==> src/rtl/branch_resolve_ex.sv <==
// Execute-stage branch resolution with a direct-mapped BTB/BHT predictor.
// Fetch lookup is combinational; training happens on the clock edge for each resolved control op.
module branch_resolve_ex #(
   parameter int INDEX_BITS = 4
) (
   input  logic        clk,
   input  logic        reset,
   input  logic [31:0] PCF,
   output logic        PredTakenF,
   output logic [31:0] PredTargetF,
   input  logic        BranchE,
   input  logic        JumpE,
   input  logic        jalrE,
   input  logic [2:0]  funct3E,
   input  logic [31:0] SrcAE,
   input  logic [31:0] SrcBE,
   input  logic [31:0] PCE,
   input  logic [31:0] ImmExtE,
   input  logic        PredTakenE,
   input  logic [31:0] PredTargetE,
   output logic        RedirectE,
   output logic [31:0] RedirectPCE,
   output logic [31:0] BrCount,
   output logic [31:0] MissCount
);
   localparam int N     = 1 << INDEX_BITS;
   localparam int TAG_W = 32 - INDEX_BITS - 2;

   logic [N-1:0]                valid_q, valid_d;
   logic [N-1:0][1:0]           ctr_q, ctr_d;
   logic [N-1:0][TAG_W-1:0]     tag_q, tag_d;
   logic [N-1:0][31:0]          tgt_q, tgt_d;
   logic [31:0]                 br_cnt_q, br_cnt_d;
   logic [31:0]                 miss_cnt_q, miss_cnt_d;

   logic [INDEX_BITS-1:0] idx_f, idx_e;
   logic [TAG_W-1:0]      tag_f, tag_e;
   logic                  hit_f, hit_e;
   logic                  ctl_e, cond_e, taken_e, jmp_e;
   logic [31:0]           target_e;

   assign idx_f = PCF[INDEX_BITS+1:2];
   assign tag_f = PCF[31:INDEX_BITS+2];
   assign idx_e = PCE[INDEX_BITS+1:2];
   assign tag_e = PCE[31:INDEX_BITS+2];

   assign hit_f       = valid_q[idx_f] && (tag_q[idx_f] == tag_f);
   assign PredTakenF  = hit_f && ctr_q[idx_f][1];
   assign PredTargetF = hit_f ? tgt_q[idx_f] : 32'd0;

   assign hit_e = valid_q[idx_e] && (tag_q[idx_e] == tag_e);
   assign jmp_e = JumpE | jalrE;
   assign ctl_e = BranchE | jmp_e;

   always_comb begin
      cond_e = 1'b0;
      case (funct3E)
         3'b000:  cond_e = (SrcAE == SrcBE);
         3'b001:  cond_e = (SrcAE != SrcBE);
         3'b100:  cond_e = ($signed(SrcAE) <  $signed(SrcBE));
         3'b101:  cond_e = ($signed(SrcAE) >= $signed(SrcBE));
         3'b110:  cond_e = (SrcAE <  SrcBE);
         3'b111:  cond_e = (SrcAE >= SrcBE);
         default: cond_e = 1'b0;
      endcase
   end

   assign taken_e     = jmp_e | (BranchE & cond_e);
   assign target_e    = jalrE ? ((SrcAE + ImmExtE) & ~32'd1) : (PCE + ImmExtE);
   assign RedirectPCE = taken_e ? target_e : (PCE + 32'd4);
   assign RedirectE   = ctl_e & ((taken_e & (!PredTakenE | (PredTargetE != target_e)))
                                | (!taken_e & PredTakenE));

   always_comb begin
      valid_d = valid_q;
      ctr_d   = ctr_q;
      tag_d   = tag_q;
      tgt_d   = tgt_q;
      if (ctl_e) begin
         if (hit_e) begin
            if (taken_e) begin
               ctr_d[idx_e] = (jmp_e || ctr_q[idx_e] == 2'd3) ? 2'd3 : ctr_q[idx_e] + 2'd1;
               tgt_d[idx_e] = target_e;
            end else if (ctr_q[idx_e] != 2'd0) begin
               ctr_d[idx_e] = ctr_q[idx_e] - 2'd1;
            end
         end else if (taken_e) begin
            valid_d[idx_e] = 1'b1;
            tag_d[idx_e]   = tag_e;
            tgt_d[idx_e]   = target_e;
            ctr_d[idx_e]   = jmp_e ? 2'd3 : 2'd2;
         end
      end
   end

   always_comb begin
      br_cnt_d   = (ctl_e && br_cnt_q != 32'hFFFF_FFFF) ? br_cnt_q + 32'd1 : br_cnt_q;
      miss_cnt_d = (RedirectE && miss_cnt_q != 32'hFFFF_FFFF) ? miss_cnt_q + 32'd1 : miss_cnt_q;
   end

   always_ff @(posedge clk or posedge reset) begin
      if (reset) begin
         valid_q    <= '0;
         ctr_q      <= {N{2'b01}};
         tag_q      <= '0;
         tgt_q      <= '0;
         br_cnt_q   <= '0;
         miss_cnt_q <= '0;
      end else begin
         valid_q    <= valid_d;
         ctr_q      <= ctr_d;
         tag_q      <= tag_d;
         tgt_q      <= tgt_d;
         br_cnt_q   <= br_cnt_d;
         miss_cnt_q <= miss_cnt_d;
      end
   end

   assign BrCount   = br_cnt_q;
   assign MissCount = miss_cnt_q;
endmodule

==> config.mk <==
export PLATFORM = sky130hd
export DESIGN_NAME = branch_resolve_ex
export DESIGN_NICKNAME = d
export VERILOG_FILES = /design/src/rtl/branch_resolve_ex.sv
export SDC_FILE = /design/constraint.sdc
export NUM_CORES = 2
export LEC_CHECK = 0
export CORE_ASPECT_RATIO = 1.4
export CORE_MARGIN = 2
export CORE_UTILIZATION = 60
export DETAILED_ROUTE_END_ITERATION = 6
export PLACE_DENSITY = 0.8
export SLEW_MARGIN = 20
export SYNTH_ARGS = -nofsm -noshare
export SYNTH_HDL_FRONTEND = slang
export SYNTH_SLANG_ARGS = --single-unit
==> constraint.sdc <==
create_clock -name clk -period 40.6 [get_ports clk]
set_clock_uncertainty 0.2 [all_clocks]
set_input_delay 6.09 -clock clk [delete_from_list [all_inputs] [get_ports clk]]
set_output_delay 6.09 -clock clk [all_outputs]
set_load 0.1 [all_outputs]
---- Word level (Yosys, flattened, before mapping) ----
Cells that the tools add are included.
operators by class
  reductions and logical operators ........ 16
  mux-type cells .......................... 37
  eq/ne operators ......................... 13
  bitwise gates (word level) .............. 11
  add/subtract/negate cells ............... 7
  order comparisons ....................... 7
operators by type and width
  kind                     count
  $bwmux W512              1
  $bwmux W416              1
  $mux W32                 9
  $bmux W26 S4             2
  $bmux W32 S4             1
  $demux W32 S4            1
  $demux W26 S4            1
  $bwmux W32               3
  $mux W26                 3
  $add A32 B1 Y32 const B  2
  $add A32 B32 Y32         2
  $ge A32 B32 Y1           2
  $lt A32 B32 Y1           2
  $ne A32 B32 Y1           2
  $ne A32 B32 Y1 const B   2
  $eq A26 B26 Y1           2
  $add A32 B3 Y32 const B  1
  $eq A32 B32 Y1           1
  $bmux W2 S4              2
  $or A16 B16 Y16          1
  $eq A3 B3 Y1 const B     4
  $lt A4 B5 Y1 const B     2
  $bmux W1 S4              2
  $demux W2 S4             1
  19 further kinds         41
word-level totals
  word-level logic and storage cells ...... 142
  input bits .............................. 201
  output and inout port bits .............. 130
  register bits after elaboration ......... 1040

---- Longest topological paths before layout ----
  depth in word-level cells ............... 9
  mapped depth ............................ 17
  depth with buffers taken out ............ 15

---- Worst setup path after synthesis ----
Ideal clock, no wire load.
  kind .................................... input to output
  start point ............................. in PCE[5]
  end point ............................... out RedirectPCE[28]
  arrival time ............................ 10694 ps
  setup slack ............................. 23616 ps
  data required time ...................... 34310 ps
  cell stages on the path ................. 13
  path buffers ............................ 5
  path through ............................ buf_2 buf_1 buf_2 buf_2 and3_1 clkbuf_1 nand2_1 nor4_1 nand3_1 nor2_1 nand2_1 xor2_1 mux2i_1
between the ends
  cells in the longest elaborated chain, start to end .. 3
RTL lines
  item              RTL line  source
  start, declared   17        input logic [31:0] PCE,
  $add A32 B32 Y32  69        assign target_e = jalrE ? ((SrcAE + ImmExtE) & ~32'd1) : (PCE + ImmExtE);
  $mux W32          69
  $mux W32 (*)      70        assign RedirectPCE = taken_e ? target_e : (PCE + 32'd4);
  end, declared     22        output logic [31:0] RedirectPCE,
Every way passes the cells marked *; elsewhere a longest branch is shown, timed or not.

---- Worst setup path after layout ----
  start point ............................. in PCE[8]
  end point ............................... out RedirectE
between the ends
  cells in the longest elaborated chain, start to end .. 7
RTL lines
  item              RTL line  source
  $add A32 B32 Y32  69
  $mux W32          69
  $ne A32 B32 Y1    71        assign RedirectE = ctl_e & ((taken_e & (!PredTakenE | (PredTargetE != target_e)))
  $or A1 B1 Y1      71
  $and A1 B1 Y1     71
  $or A1 B1 Y1      72        | (!taken_e & PredTakenE));
  $and A1 B1 Y1     71
  end, declared     21        output logic RedirectE,
Every way passes these cells.

==> metrics.yaml <==
power_and_ir_drop:
  leakagePower_nw: 26.8
  ir_drop_mv: 0.0353
  p_per_area_mw_per_mm2: 53.3
clock_network:
  cts_tree: "built"
  htreeDepth: 3
  post_cts_buffers: 0
  clkSinkCount: 1040
  clock-root-buffer: "clkbuf_16"
  ctsResizeCount: 0
  clock_latency_ps: 710
  path_clk_slew_ps: 70
  cts_buffers: 98
  holdBufCountCts: 0
  cts.path.max_buffers: 3
synthesis:
  synth.distinct_cells: 81
  synth-edff-count: 0
  synth-seq-cells: 1040
  synth_top_family_by_area: "multiplexers"
  ys_seq_area_frac: 0.461
  syn_avg_cell_area_um2: 12.1
  synthArstFlopShare: 1.00
  synth_area_leader_cell: "dfrtp_1"
  synth-simple-area-share: 0.0906
  syn-instance-count: 4665
  synthesis.area_mm2: 0.0566
  synthFlopType: "dfrtp_1"
  synth_xor_area_frac: 0.0351
  yosys_warnings: 0
  synthMuxAreaShare: 0.277
  synth_fp_nets: 4969
  synthAdderAreaFrac: 0.0231
  yosys-top-cells-area: "dfrtp_1 (45%), mux4_2 (18%), mux2_2 (8.4%), o21ai_0 (4.8%), nand2_1 (4.3%)"
  synth-compound-area-share: 0.0814
  synth_top_area_frac: 0.453
floorplanning:
  die_w_um: 263
  ios: 331
  initial_core_util: 0.604
  num_rows: 133
  dieArea_mm2: 0.0968
  core-area_mm2: 0.0937
  die-height_um: 367
drt:
  drc_errors: 0
  viasPerCell: 6.82
  routed_wl_mm: 173
  vias: 41688
  antenna_left: 0
  first_pass_iters: 6
  drtIter0Drc: 4858
  avgRoutedWirePerCell_um: 28.3
place:
  numPortBuffers: 328
  dpl_cell_area_mm2: 0.0606
  dpl.hpwl_mm: 110
  dp_cells: 5927
  globalplace.congestion: 0.937
status:
  status: "completed"
sta:
  finalHoldViolCount: 0
  max_freq_mhz: 52.5
  slew_headroom: 0.167
  drv_slew: 0
  tns_ps: 0
  rsz0062_at_grt: "false"
  worst_slew_pin_slew_ps: 1250
  period_needed_ps: 19030
  period_share: 0.469
  finalSetupViolCount: 0
cells_and_area:
  final_cell_mix: "dfrtp_1 (1024), nand2_1 (629), o21ai_0 (545), mux4_2 (445), mux2_2 (421)"
  n_fill_cell: 6548
  final_nets: 5116
  final-instance-count-excl-fill: 6113
  fin_area_mm2: 0.0640
  final_common_cell: "dfrtp_1"
  area_delta_synth_final_pct: 13.2
  drive_gt1_frac: 0.250
setup_path:
  crit_family: "simple AND/OR/NAND/NOR gates"
  path_cells: "clkdlybuf4s50_1 -> ha_1 -> nand2_1 -> nor3_1 -> a31oi_1 -> nand3_1 -> or4b_1 -> o21ai_0 -> or3b_1 -> nor4_1 -> nand4_1 -> nor4_1 -> nor2_1 -> clkdlybuf4s50_1"
  crit_path_start_kind: "input pin"
  cpPeakStageDelay_ps: 1040
  worstSetupPathType: "in -> out"
  worstPathRequired_ps: 34310
  cp_max_fo: 21
  path_buf_inv: 2
  worstPathArrival_ps: 12740
  worst_setup_path_end_kind: "output pin"
  slowest_stage: "clkdlybuf4s50_1"
grt:
  overflow: 0
  gr-usage-all-layers: 0.363
  antenna_found_initial: 13
  grt_max_degree: 155
  grt_pass1_vias: 42806
  grt_pass1_wl_mm: 261
job:
  drv_cap: 0
min_path:
  hp-class: "reg -> reg"
## final timing paths
kind	slack [ps]	to	startpoint	depth (start not counted)
worst min register to register	270	tgt_q[476]	tgt_q[476]	2
worst max register to register	35270	tag_q[12]	tag_q[325]	12
min in group asynchronous	5770	tag_q[236]	reset	2
max in group asynchronous	31250	tag_q[13]	reset	5
worst max-delay path	21570	RedirectE	PCE[8]	14
worst min-delay path	270	tgt_q[476]	tgt_q[476]	2
## cell usage after synthesis, drive strengths merged, types with 20 or more instances
cell type and count:
dfrtp 1024, nand2 645, o21ai 549, mux2 468, mux4 445, clkbuf 269
xnor2 152, buf 115, ha 101, a21oi 97, nand3 96, nor2 76
xor2 59, nand4 58, inv 54, nor2b 46, nor3 43, mux2i 37
and3 36, a21o 33, nand2b 25, and2 20
## registers in the layout (all words and copies together) (netlist names)
register   count
MissCount     32
valid_q       16
tgt_q        512
tag_q        416
BrCount       32
ctr_q         32
## area by class of cell
type                            instances  area [µm²]  area share
Antenna cell                            3        7.51    0.000117
Clock buffer                          136        2850      0.0444
Clock inverter                         47         541     0.00844
Inverter                               55         214     0.00334
Multi-Input combinational cell       3186       28800       0.449
Sequential cell                      1040       26000       0.407
Tap cell                             1215        1520      0.0237
Timing Repair Buffer                  431        4090      0.0638
## metal layers
| layer | share of wire | track usage | vias up |
|---|---|---|---|
| met2 | 0.47 | 0.572 | 2458 |
| li1 | - | - | 17403 |
| met3 | 0.11 | 0.108 | 635 |
| met4 | 0.063 | 0.209 | 16 |
| met5 | 0.00060 | 0 | - |
| met1 | 0.35 | 0.447 | 21176 |
## where the power goes
| part | leakage, nW | total (mW) | internal [mW] | switching [mW] |
|---|---|---|---|---|
| registers | 12.9 | 1.48 | 1.31 | 0.176 |
| clock network | 1.68 | 0.965 | 0.545 | 0.420 |
| logic | 12.2 | 0.964 | 0.460 | 0.504 |
## worst reg2reg max path: stages (launching register included)
cell and delay, ps:
dfrtp_1 400, mux4_2 470, mux4_2 490, xnor2_1 520, nand4_1 310, or4_1 580, or4_1 500, inv_2 120
nor2_2 40, buf_4 240, nand3_2 480, buf_4 450, mux2_2 410
## per-stage QoR
step | hold slack (ps) | setup slack (ps) | power, mW | utilization
after floorplan | 245 | 5070 | 2.15 | -
after global placement | 256 | 21930 | 2.38 | 0.647
after detailed placement | 265 | 21860 | 2.44 | 0.647
after CTS | 280 | 21830 | 3.40 | 0.683
after global routing | 299 | 21560 | 3.55 | 0.683
final | 275 | 21570 | 3.41 | 0.683
## cells by family after synthesis
kind of cell             Yosys count
flip-flops                      1040
adder cells (fa/ha/maj)          103
buffers and inverters            439
multiplexers                     950
XOR/XNOR                         217
AND/OR/NAND/NOR                 1101
AO/OA/AOI/OAI                    815
(Power assumes the default switching activity.)
